==> config.mk <==
export PLATFORM = sky130hd
export DESIGN_NAME = data_mem_responder
export DESIGN_NICKNAME = d
export VERILOG_FILES = /design/src/rtl/mem_resp_pkg.sv /design/src/rtl/sp_ram.sv /design/src/rtl/data_mem_responder.sv
export SDC_FILE = /design/constraint.sdc
export NUM_CORES = 1
export LEC_CHECK = 0
export ABC_AREA = 1
export BUFFER_PORTS_ARGS = -buffer_cell sky130_fd_sc_hd__buf_2
export CORE_UTILIZATION = 35
export CTS_BUF_LIST = sky130_fd_sc_hd__clkbuf_16
export CTS_CLUSTER_DIAMETER = 100
export DETAILED_ROUTE_END_ITERATION = 8
export PLACE_DENSITY = 0.48
export SYNTH_ARGS = -nofsm -noshare
export SYNTH_HDL_FRONTEND = slang
export SYNTH_SLANG_ARGS = --single-unit
==> constraint.sdc <==
create_clock -name clk -period 2.8 [get_ports clk]
set_input_delay 0.28 -clock clk [delete_from_list [all_inputs] [get_ports clk]]
set_output_delay 0.28 -clock clk [all_outputs]
set_load 0.02 [all_outputs]
==> src/rtl/mem_resp_pkg.sv <==
// Shared types and constants for the data-memory responder: FSM states,
// memory-mapped register addresses and the error read-back value.
package mem_resp_pkg;

  typedef enum logic [1:0] {
    IDLE,
    RD_WAIT,
    RESP
  } state_t;

  // Which decoded target a request hits.
  typedef enum logic [1:0] {
    T_RAM,
    T_LED,
    T_CYC,
    T_ERR
  } target_t;

  localparam logic [31:0] LED_ADDR   = 32'h0000_0080;
  localparam logic [31:0] CYCLE_ADDR = 32'h0000_0084;
  localparam logic [31:0] ERR_DATA   = 32'hDEAD_BEEF;

endpackage

==> src/rtl/sp_ram.sv <==
// Synchronous single-port RAM with write-enable and a registered read port.
// A read issued in one cycle presents its data on rdata the following cycle.
module sp_ram #(
  parameter int ADDR_W = 5,
  parameter int DATA_W = 32
) (
  input  logic              clk,
  input  logic              en,
  input  logic              we,
  input  logic [ADDR_W-1:0] addr,
  input  logic [DATA_W-1:0] wdata,
  output logic [DATA_W-1:0] rdata
);

  logic [DATA_W-1:0] mem [2**ADDR_W];

  // NOTE: the array and its read register have no reset, so the block maps
  // onto a vendor RAM and stored contents survive a system reset.
  always_ff @(posedge clk) begin
    if (en) begin
      if (we) begin
        mem[addr] <= wdata;
      end else begin
        rdata <= mem[addr];
      end
    end
  end

endmodule

==> src/rtl/data_mem_responder.sv <==
// Load/store responder for a simple core: word RAM, an LED register and a
// free-running cycle counter, one outstanding request at a time.
module data_mem_responder
  import mem_resp_pkg::*;
#(
  parameter int ADDR_W = 5,
  parameter int LED_W  = 8
) (
  input  logic             clk,
  input  logic             reset,
  input  logic             req_valid,
  input  logic             req_write,
  input  logic [31:0]      req_addr,
  input  logic [31:0]      req_wdata,
  output logic             req_ready,
  output logic             rsp_valid,
  output logic [31:0]      rsp_rdata,
  output logic [LED_W-1:0] led,
  output logic             addr_err
);

  localparam logic [31:0] RAM_BYTES = 32'(4 * (2 ** ADDR_W));

  state_t      state, state_nxt;
  target_t     tgt;
  logic        accept;
  logic        ram_en, ram_we;
  logic [31:0] ram_rdata;
  logic [31:0] cycle_q;
  logic [31:0] rdata_q;

  // NOTE: every always_comb output gets a default first, so no path can
  // leave it unassigned and infer a latch.
  always_comb begin
    tgt = T_ERR;
    if (req_addr[1:0] == 2'b00) begin
      if (req_addr < RAM_BYTES)        tgt = T_RAM;
      else if (req_addr == LED_ADDR)   tgt = T_LED;
      else if (req_addr == CYCLE_ADDR) tgt = T_CYC;
    end
  end

  assign accept = req_valid && (state == IDLE);
  assign ram_en = accept && (tgt == T_RAM);
  assign ram_we = ram_en && req_write;

  sp_ram #(
    .ADDR_W(ADDR_W),
    .DATA_W(32)
  ) u_ram (
    .clk  (clk),
    .en   (ram_en),
    .we   (ram_we),
    .addr (req_addr[ADDR_W+1:2]),
    .wdata(req_wdata),
    .rdata(ram_rdata)
  );

  always_comb begin
    state_nxt = state;
    req_ready = 1'b0;
    rsp_valid = 1'b0;
    rsp_rdata = '0;
    case (state)
      IDLE: begin
        req_ready = 1'b1;
        if (accept) begin
          // Only RAM loads need the extra cycle for the registered read.
          state_nxt = (tgt == T_RAM && !req_write) ? RD_WAIT : RESP;
        end
      end
      RD_WAIT: state_nxt = RESP;
      RESP: begin
        rsp_valid = 1'b1;
        rsp_rdata = rdata_q;
        state_nxt = IDLE;
      end
      default: state_nxt = IDLE;
    endcase
  end

  // NOTE: sequential state uses non-blocking assignments only, so every
  // register samples the pre-edge values of its neighbours.
  always_ff @(posedge clk or posedge reset) begin
    if (reset) begin
      state    <= IDLE;
      cycle_q  <= '0;
      rdata_q  <= '0;
      led      <= '0;
      addr_err <= 1'b0;
    end else begin
      state   <= state_nxt;
      cycle_q <= cycle_q + 32'd1;
      if (accept) begin
        case (tgt)
          T_RAM: rdata_q <= '0;
          T_LED: begin
            if (req_write) led <= req_wdata[LED_W-1:0];
            rdata_q <= req_write ? 32'd0 : 32'(led);
          end
          T_CYC: rdata_q <= req_write ? 32'd0 : cycle_q;
          default: begin
            addr_err <= 1'b1;
            rdata_q  <= req_write ? 32'd0 : ERR_DATA;
          end
        endcase
      end
      if (state == RD_WAIT) begin
        rdata_q <= ram_rdata;
      end
    end
  end

endmodule

==> load_flow_metrics.sql <==
INSERT INTO impl_metrics (metric_group, metric, value, unit) VALUES
('logic_synthesis', 'synth_cells', '2677', ''),
('grt', 'grt_antenna_before_repair', '5', ''),
('die', 'die_height', '350', 'um'),
('setup_path', 'ff2ff_setup_slack', '300', 'ps'),
('setup_path', 'setup.worst_path.end_class', 'register', ''),
('cells_and_area', 'final_cell_mix', 'sky130_fd_sc_hd__edfxtp_1, sky130_fd_sc_hd__a22oi_1, sky130_fd_sc_hd__a21oi_1', ''),
('place', 'gp_routability_congestion', '0.835', ''),
('run', 'max_cap_viols', '0', ''),
('cts', 'clk_pin_slew', '60', 'ps'),
('timing', 'tightest_slew', '962', 'ps'),
('cts', 'worst_skew_pair.late_latency', '700', 'ps'),
('die', 'core_region_area', '0.120', 'mm2'),
('drt', 'routed_wl', '126000', 'um'),
('setup_path', 'worst_ep_required_time', '3370', 'ps'),
('logic_synthesis', 'synth_warnings', '0', ''),
('logic_synthesis', 'synth-edff-count', '1056', ''),
('status', 'outcome', 'complete, no violations', ''),
('timing', 'timing.setup.tns', '0', 'ps'),
('power', 'power_density', '702', 'mW/mm2'),
('cts', 'max-clock-path-buffers', '3', ''),
('place', 'place_hpwl', '79000', 'um'),
('power', 'max-vdd-ir-drop', '0.580', 'mV'),
('cells_and_area', 'layout-drive-gt1-share', '17.4', '%'),
('cts', 'clock_sinks', '1131', ''),
('drt', 'router_iterations_before_antenna_repair', '6', ''),
('logic_synthesis', 'synth_nets', '2746', ''),
('cells_and_area', 'final_common_cell', 'sky130_fd_sc_hd__edfxtp_1', ''),
('grt', 'grt_max_degree', '69', ''),
('timing', 'final.setup.worst_slack', '295', 'ps'),
('cells_and_area', 'finish.utilization', '42.3', '%'),
('die', 'rows', '127', ''),
('timing', 'rsz0062_at_grt', 'false', ''),
('timing', 'timing.max_slew.rel_slack', '35.3', '%'),
('timing', 'finalCritPeriodShare', '89.4', '%'),
('die', 'die_w', '350', 'um'),
('die', 'initial_core_util', '35.3', '%'),
('place', 'dp_slack', '-128', 'ps'),
('cells_and_area', 'finish.instance_area', '0.0507', 'mm2'),
('drt', 'route.detailed.vias_per_inst', '5.44', ''),
('grt', 'grt_overflow_total', '0', ''),
('logic_synthesis', 'synth_async_sr_flop_share', '6.63', '%'),
('cts', 'post_cts.repair.setup_buffers', '0', ''),
('drt', 'route.antenna.remaining_nets', '0', ''),
('logic_synthesis', 'synth_ff_type', 'sky130_fd_sc_hd__edfxtp_1', ''),
('logic_synthesis', 'synth_seq_cells', '1131', ''),
('setup_path', 'critPathKind', 'register to register', ''),
('timing', 'final-setup-viol-count', '0', ''),
('cts', 'tritoncts', 'done', ''),
('place', 'port_buffers', '110', ''),
('place', 'dp_cells', '4423', ''),
('cts', 'post_cts_hold_buffer_count', '3', ''),
('setup_path', 'timing.reg2reg.worst_path_depth', '8', ''),
('cts', 'post_cts_resize_count', '0', ''),
('min_path', 'min_to', 'u_ram.mem[30][12]', ''),
('timing', 'maxSlewViolCount', '0', ''),
('setup_path', 'nature_of_the_critical_path_startpoint', 'register', ''),
('grt', 'groute.usage.overall', '20.6', '%'),
('power', 'post-layout-total-power', '35.6', 'mW'),
('timing', 'timing_hold_violations_final', '0', ''),
('cells_and_area', 'instances_no_fill', '4647', ''),
('drt', 'via_total_after_detailed_routing', '25300', ''),
('min_path', 'whs_path_depth', '1', ''),
('timing', 'post-route-min-period', '2500', 'ps'),
('setup_path', 'arrival', '3080', 'ps'),
('logic_synthesis', 'seq_area_frac_synth', '79.2', '%'),
('timing', 'clock.fmax', '399', 'MHz'),
('logic_synthesis', 'post_synth_num_cell_types', '34', ''),
('setup_path', 'critical_path.reg2reg.startpoint', 'state[0]', ''),
('timing', 'finalClockSkew', '29.8', 'ps'),
('power', 'static_leakage_power', '16.6', 'nW'),
('min_path', 'hold_class', 'primary input to register', '');
==> metal layers <==
metal	share of wire (%)	track usage, %
met4	2.3	5.20
met1	44	28.8
met5	0.033	0
met2	47	33.1
met3	6.1	3.57
==> how the worst max path moves through the flow <==
stage                      startpoint          endpoint  cells past startpoint
after floorplan              state[1]  u_ram.mem[13][0]                      6
after CTS                    state[0]       rdata_q[12]                      8
after detailed placement  req_addr[3]    u_ram.rdata[4]                     10
after global routing         state[1]       rdata_q[15]                      7
after global placement    req_addr[3]    u_ram.rdata[4]                     10
final                        state[0]       rdata_q[15]                      8
==> cell type report <==
cell class	instances	area (um2)
Antenna cell	1	2.50
Clock inverter	100	805
Sequential cell	1131	33600
Inverter	89	349
Timing Repair Buffer	296	2880
Multi-Input combinational cell	1298	8090
Tap cell	1612	2020
Clock buffer	120	3000
Fill cell	10700	69200
==> sequential cells by signal, indices dropped and copies added (netlist names) <==
register	flops
addr_err	1
cycle_q	32
led	8
rdata_q	32
state	2
u_ram.mem	1024
u_ram.rdata	32
==> kinds of logic (layout without fill, tap and decap cells) <==
family | count (synthesis) | count (layout) | synth area share, %
adders and majority gates | 1 | 1 | 0.0295
buffers and inverters | 248 | 605 | 2.29
muxes | 8 | 8 | 0.213
xor gates and xnor gates | 30 | 30 | 0.620
and+or+nand+nor | 455 | 455 | 4.97
DFF | 1131 | 1131 | 79.2
AOI/OAI and AO/OA | 804 | 804 | 12.6
other | 0 | 1 | 0
==> synthesized netlist by cell type (19+ instances only) <==
cell / count / area share (%)
sky130_fd_sc_hd__clkbuf_1: 113 / 1.0
sky130_fd_sc_hd__nor2_1: 128 / 1.1
sky130_fd_sc_hd__edfxtp_1: 1056 / 75
sky130_fd_sc_hd__a21oi_1: 253 / 3.0
sky130_fd_sc_hd__nand2_1: 154 / 1.4
sky130_fd_sc_hd__nor4_1: 61 / 0.90
sky130_fd_sc_hd__buf_2: 27 / 0.32
sky130_fd_sc_hd__dfrtp_1: 75 / 4.4
sky130_fd_sc_hd__inv_1: 78 / 0.69
sky130_fd_sc_hd__nand4_1: 27 / 0.40
sky130_fd_sc_hd__o21ai_0: 19 / 0.22
sky130_fd_sc_hd__xor2_1: 23 / 0.48
sky130_fd_sc_hd__nand3_1: 51 / 0.60
sky130_fd_sc_hd__a22oi_1: 511 / 9.1
==> report_power, final <==
group	switching (mW)	total (mW)	leakage (nW)	internal, mW
Sequential	0.0256	18.6	10.5	18.5
Clock	6.46	15.4	1.92	8.92
Combinational	1.20	1.66	4.22	0.468
Total	7.68	35.6	16.6	27.9
==> worst max-delay path: stages (launching register included) <==
cell and delay (ps):
sky130_fd_sc_hd__dfrtp_1 370, sky130_fd_sc_hd__inv_1 110, sky130_fd_sc_hd__nor2_4 40, sky130_fd_sc_hd__nor2_1 710
sky130_fd_sc_hd__inv_1 580, sky130_fd_sc_hd__buf_12 310, sky130_fd_sc_hd__nor2_1 100, sky130_fd_sc_hd__o21bai_1 110
sky130_fd_sc_hd__inv_1 50
Note: power is estimated with default switching activity, not from simulation.
